[config.mk]
export PLATFORM = sky130hd
export DESIGN_NAME = console_rx_mbox
export DESIGN_NICKNAME = d
export VERILOG_FILES = /design/src/rtl/console_rx_mbox.sv
export SDC_FILE = /design/constraint.sdc
export NUM_CORES = 1
export LEC_CHECK = 0
export BUFFER_PORTS_ARGS = -buffer_cell sky130_fd_sc_hd__clkbuf_2
export CAP_MARGIN = 0
export CORE_MARGIN = 8
export CORE_UTILIZATION = 40
export CTS_CLUSTER_DIAMETER = 120
export DETAILED_ROUTE_END_ITERATION = 6
export PLACE_DENSITY = 0.76
export SKIP_CTS_REPAIR_TIMING = 1
export SLEW_MARGIN = 5
export SYNTH_ARGS = -nofsm -noshare
export SYNTH_HDL_FRONTEND = slang
export SYNTH_SLANG_ARGS = --single-unit
[constraint.sdc]
create_clock -name clk -period 4.84 [get_ports clk]
set_input_delay 0.484 -clock clk [delete_from_list [all_inputs] [get_ports clk]]
set_output_delay 0.484 -clock clk [all_outputs]
set_load 0.02 [all_outputs]
[src/rtl/console_rx_mbox.sv]
// console_rx_mbox
//   Receive mailbox for a console character stream. The host side pushes
//   characters into a small FIFO. The CPU side reads them through a 16-byte
//   register window at BASE_ADDR.
//
//   Register map (byte offset from BASE_ADDR; each register is a 32-bit lane):
//     0x0 DATA   read pops: bit31 = valid, [7:0] = head character
//     0x4 STATUS [8:0] count, bit16 empty, bit17 full, bit18 overflow (sticky)
//     0x8 CTRL   bit0 flush (W1, reads 0), bit1 clear overflow (W1, reads 0),
//                bit2 irq enable (stored)
//     0xC        reads zero
//
//   Ports:
//     clk, rst_b               clock, asynchronous active-low reset
//     host_chr_vld/host_chr    character offered by the host
//     host_chr_rdy             FIFO not full
//     req_vld/req_wr/req_addr  CPU request (read or write)
//     req_wdata/req_wstrb      128-bit write data and byte strobes
//     req_rdy                  high while the request FSM is idle
//     rsp_vld/rsp_rdata        one-cycle response, value placed in lane addr[3:2]
//     irq                      registered irq_en & FIFO non-empty
//
//   Optional feature (macro CONSOLE_RX_MBOX_ECHO_EN):
//     echo_vld/echo_chr        pulse carrying each popped character, aligned
//                              with rsp_vld
module console_rx_mbox #(
  parameter logic [31:0] BASE_ADDR = 32'h01ff_ffe0,
  parameter int          DEPTH     = 16
) (
  input  logic         clk,
  input  logic         rst_b,
  input  logic         host_chr_vld,
  input  logic [7:0]   host_chr,
  output logic         host_chr_rdy,
  input  logic         req_vld,
  input  logic         req_wr,
  input  logic [31:0]  req_addr,
  input  logic [127:0] req_wdata,
  input  logic [15:0]  req_wstrb,
  output logic         req_rdy,
  output logic         rsp_vld,
  output logic [127:0] rsp_rdata,
  output logic         irq
`ifdef CONSOLE_RX_MBOX_ECHO_EN
  ,
  output logic         echo_vld,
  output logic [7:0]   echo_chr
`endif
);

  localparam int AW = (DEPTH > 1) ? $clog2(DEPTH) : 1;
  localparam int CW = AW + 1;

  typedef enum logic {IDLE, RESP} state_t;

  state_t        state_q, state_d;
  logic [7:0]    mem [DEPTH];
  logic [AW-1:0] wr_ptr_q, rd_ptr_q;
  logic [CW-1:0] count_q;
  logic          ovf_q, irq_en_q;
  logic [127:0]  rsp_rdata_q, rsp_rdata_d;
  logic [31:0]   reg_val, status;
  logic [1:0]    lane;
  logic          empty, full, accept, in_win;
  logic          do_push, do_pop, ctrl_wr, flush, clr_ovf, ovf_set;

  // Only the CTRL lane payload bits and the lane-2 strobes are meaningful.
  logic unused_bits;
  assign unused_bits = ^{req_wdata[127:67], req_wdata[63:0],
                         req_wstrb[15:12], req_wstrb[7:0], req_addr[1:0]};

  assign empty        = (count_q == '0);
  assign full         = (count_q == CW'(DEPTH));
  assign host_chr_rdy = ~full;
  assign lane         = req_addr[3:2];
  assign in_win       = (req_addr[31:4] == BASE_ADDR[31:4]);
  assign accept       = req_vld & req_rdy;

  // A push is decided on the registered full flag. A pop in the same
  // cycle therefore never makes room for a push into a full FIFO.
  assign do_push = host_chr_vld & ~full;
  assign ovf_set = host_chr_vld & full;
  assign do_pop  = accept & ~req_wr & in_win & (lane == 2'd0) & ~empty;
  assign ctrl_wr = accept & req_wr & in_win & (lane == 2'd2) & (&req_wstrb[11:8]);
  assign flush   = ctrl_wr & req_wdata[64];
  assign clr_ovf = ctrl_wr & req_wdata[65];

  // Request FSM: IDLE accepts, RESP presents the registered response.
  always_ff @(posedge clk or negedge rst_b) begin
    if (!rst_b) state_q <= IDLE;
    else        state_q <= state_d;
  end

  always_comb begin
    state_d = state_q;
    req_rdy = 1'b0;
    rsp_vld = 1'b0;
    unique case (state_q)
      IDLE: begin
        req_rdy = 1'b1;
        if (req_vld) state_d = RESP;
      end
      RESP: begin
        rsp_vld = 1'b1;
        state_d = IDLE;
      end
      default: state_d = IDLE;
    endcase
  end

  always_comb begin
    status        = '0;
    status[8:0]   = 9'(count_q);
    status[16]    = empty;
    status[17]    = full;
    status[18]    = ovf_q;
  end

  // Read value for the addressed register, then steered into its lane.
  // Writes and out-of-window requests answer with all zeros.
  always_comb begin
    reg_val = '0;
    unique case (lane)
      2'd0:    reg_val = empty ? 32'h0 : {1'b1, 23'h0, mem[rd_ptr_q]};
      2'd1:    reg_val = status;
      2'd2:    reg_val = {29'h0, irq_en_q, 2'b00};
      default: reg_val = '0;
    endcase
    rsp_rdata_d = '0;
    if (!req_wr && in_win) begin
      unique case (lane)
        2'd0:    rsp_rdata_d[31:0]   = reg_val;
        2'd1:    rsp_rdata_d[63:32]  = reg_val;
        2'd2:    rsp_rdata_d[95:64]  = reg_val;
        default: rsp_rdata_d[127:96] = reg_val;
      endcase
    end
  end

  // Storage has no reset. Validity is tracked by the pointers and count.
  always_ff @(posedge clk) begin
    if (do_push) mem[wr_ptr_q] <= host_chr;
  end

  // FIFO pointers and count. A flush overrides any push or pop in the same
  // cycle. Pointers wrap naturally because DEPTH is a power of two.
  always_ff @(posedge clk or negedge rst_b) begin
    if (!rst_b) begin
      wr_ptr_q <= '0;
      rd_ptr_q <= '0;
      count_q  <= '0;
    end else if (flush) begin
      wr_ptr_q <= '0;
      rd_ptr_q <= '0;
      count_q  <= '0;
    end else begin
      if (do_push) wr_ptr_q <= wr_ptr_q + AW'(1);
      if (do_pop)  rd_ptr_q <= rd_ptr_q + AW'(1);
      unique case ({do_push, do_pop})
        2'b10:   count_q <= count_q + CW'(1);
        2'b01:   count_q <= count_q - CW'(1);
        default: count_q <= count_q;
      endcase
    end
  end

  // A new overflow event beats a same-cycle clear. irq follows the
  // registered state, so it trails a FIFO change by one cycle.
  always_ff @(posedge clk or negedge rst_b) begin
    if (!rst_b) begin
      ovf_q    <= 1'b0;
      irq_en_q <= 1'b0;
      irq      <= 1'b0;
    end else begin
      ovf_q <= ovf_set | (ovf_q & ~clr_ovf);
      if (ctrl_wr) irq_en_q <= req_wdata[66];
      irq <= irq_en_q & ~empty;
    end
  end

  // Response data is captured at acceptance and is zero outside RESP.
  always_ff @(posedge clk or negedge rst_b) begin
    if (!rst_b) rsp_rdata_q <= '0;
    else        rsp_rdata_q <= accept ? rsp_rdata_d : '0;
  end

  assign rsp_rdata = rsp_rdata_q;

`ifdef CONSOLE_RX_MBOX_ECHO_EN
  always_ff @(posedge clk or negedge rst_b) begin
    if (!rst_b) begin
      echo_vld <= 1'b0;
      echo_chr <= '0;
    end else begin
      echo_vld <= do_pop;
      echo_chr <= do_pop ? mem[rd_ptr_q] : 8'h00;
    end
  end
`endif

endmodule

==> impl_metrics.ini <==
[yosys]
ys_seq_area_frac = 0.687
syn-instance-count = 471
ys_types = 40
avgSynthCellArea_um2 = 16.9
synth-seq-cells = 193
synthArstFlopShare = 0.337
synthFlopType = edfxtp_1
synthesis.area_um2 = 7960
ys_warn_count = 0
synth_edf_count = 128

[timing]
slew_headroom = 0.410
fin_ws_ns = 1.82
period_share = 0.624
slew_violations = 0
fin_worst_skew_ns = 0.00848
grt_setup_unrepaired = false
period_needed_ns = 3.02
tightest_slew_ns = 0.886
tns_ns = 0
hold_viol = 0
setup_viol = 0
fmax_mhz = 331

[worst_setup_path]
critPathRequiredTime_ns = 5.20
worstSetupPathType = reg -> reg
slowest_stage = or4_1
critical-path-max-stage-delay_ns = 0.56
reg2regPathDepth = 10
reg2reg_slack_ns = 1.82
worstPathCellList = or4_1, o21bai_1, or3_4, clkinv_2, nand2_1, xnor2_1, ha_1, or3_1, mux2i_1, mux2i_1
path_buf_inv = 1
endpoint_kind = flip-flop
crit_arrival_ns = 3.38
crit_top_cell = mux2i_1
crit_path_start_kind = flip-flop
r2r-start = count_q[1]
path_max_fanout = 17
crit_family = simple AND/OR/NAND/NOR gates
rr_endpoint = count_q[2]

[final_layout]
final_cell_mix = 128 x edfxtp_1, 110 x conb_1, 100 x clkbuf_2
fillCellCount = 1647
nets = 799
insertedDiodeCount = 0
final_cells = 882
drive_above_1_share = 0.292
mostFrequentLayoutCell = edfxtp_1
area_delta_synth_final_pct = 15.0

[power_and_ir_drop]
ir_drop_uv = 212
power_frac_comb = 0.114
pwr-share-clk = 0.367
powerDensity_nw_per_um2 = 427
leakage_uw = 0.00366
p_sw_uw = 1030
p_int_uw = 2880
swShare = 0.264
p_seq_frac = 0.519

[detailed_routing]
drt-initial-drc-count = 315
drc = 0
finalWirelength_um = 15000
firstDrtPassIters = 5
vias = 4053
wl_per_cell_um = 17.0
antenna_left = 0
vias_per_cell = 4.60

[floorplan]
fp.dieW_um = 157
start_util = 0.408
ios = 321
core_area_um2 = 19500
rows = 51
die_area_um2 = 24700
die_y_um = 157

[grt]
grt_max_degree = 66
grt-busiest-layer = met2
overflow = 0
antenna_found_initial = 0
grt_pass1_vias = 4148
grt_usage = 0.122
grt_util_met3 = 0.0271
grt_use_met1 = 0.143
met2_usage = 0.213
grt_pass1_wl_um = 22700

[run_status]
status = finished, final reports clean

[clock_tree]
worstSkewPairLatency_ns = 0.43
cts_buffers = 17
root_buffer = clkbuf_16
h-tree-depth = 4
clk_path_buf_depth = 2
clk_pin_slew_worst_paths_ns = 0.07
clkSinkCount = 193
cts_tree = yes

[placement]
gp_congestion = 0.751
pre_cts_slack_ns = 1.47
dp_cells = 850
dp_hpwl_um = 10600
port_buffers = 101

[flow_run]
drv_cap = 0

[hold_path]
hold_class = in -> async
## worst register-to-register path: cells and delay by family, from the launching register on
family          cells  cell delay, ns
compound gates      1            0.25
xor+xnor            1            0.07
fa+ha+maj           1            0.23
buf+inv             1            0.24
flops               1            0.47
mux                 2            0.40
simple gates        4            1.30
## metal layers
metal  up-vias  wire length (µm)
li1       1837                 -
met5         -                 0
met2       154              7970
met1      2049              5630
met3        13              1200
met4         0               230
## state kept, by name (all words and copies together), names as in the netlist, 4 cells and up
signal	cells
count_q	5
mem	128
rd_ptr_q	4
rsp_rdata	48
wr_ptr_q	4
## worst max-delay path by stage
stage	start	endpoint	slack, ns	cells past startpoint
floorplan	req_addr[30]	count_q[2]	1.89	11
global placement	req_addr[30]	count_q[2]	1.51	11
detailed placement	req_addr[30]	count_q[2]	1.47	11
CTS	count_q[1]	count_q[2]	1.83	10
global route	count_q[1]	count_q[2]	1.65	10
finish	count_q[1]	count_q[2]	1.82	10
## through the flow
| stage | power, µW | instance area [µm²] | utilization | hold slack, ns |
|---|---|---|---|---|
| 2_1_floorplan | 2400 | 8370 | - | 0.188 |
| 3_3_place_gp | 2480 | 8550 | 0.438 | 0.472 |
| 3_5_place_dp | 2510 | 8550 | 0.438 | 0.474 |
| 4_1_cts | 3930 | 9160 | 0.469 | 0.234 |
| 5_1_grt | 4080 | 9160 | 0.469 | 0.240 |
| 6_report | 3910 | 9160 | 0.469 | 0.232 |
## cells in the mapped netlist (3+ instances only)
cell type | instances | area [µm²]
and2_1 | 18 | 113
or3_1 | 3 | 18.8
dfrtp_1 | 65 | 1630
buf_1 | 3 | 11.3
mux2i_1 | 6 | 60.1
edfxtp_1 | 128 | 3840
or4_1 | 4 | 30.0
a21oi_1 | 4 | 20.0
mux4_2 | 40 | 901
o21ai_0 | 3 | 15.0
and3_1 | 12 | 75.1
nor2_1 | 14 | 52.6
inv_1 | 6 | 22.5
ha_1 | 6 | 75.1
nand4_1 | 7 | 43.8
nand2b_1 | 4 | 25.0
nand2_1 | 15 | 56.3
buf_2 | 5 | 25.0
clkbuf_1 | 9 | 33.8
xnor2_1 | 4 | 35.0
nor4_1 | 6 | 37.5
buf_4 | 81 | 608
and4_1 | 5 | 43.8
## logic make-up after synthesis
group | Yosys count | synth area share
AOI/OAI and AO/OA | 11 | 0.00833
xor gates and xnor gates | 7 | 0.00943
adders and majority gates | 6 | 0.00943
buffers and inverters | 106 | 0.0893
DFF | 193 | 0.687
muxes | 46 | 0.121
other | 1 | 0.000471
and+or+nand+nor | 101 | 0.0748
## power groups by stage
| stage | clock, µW | sequential, µW | combinational [µW] |
|---|---|---|---|
| CTS | 1460 | 2030 | 446 |
| floorplan | 0 | 2030 | 373 |
| finish | 1430 | 2030 | 444 |
| global placement | 0 | 2050 | 427 |
| detailed placement | 0 | 2060 | 444 |
| global route | 1540 | 2050 | 493 |
## final cells by class
cell class	instances	area [µm²]	share of cell area
tap	265	332	0.0362
multi-input combinational	281	2190	0.239
sequential	193	5470	0.598
inverter	7	27.5	0.00301
timing repair buffer	104	528	0.0577
clock buffer	17	425	0.0465
clock inverter	15	184	0.0201
Power figures use the tool's default switching activity.
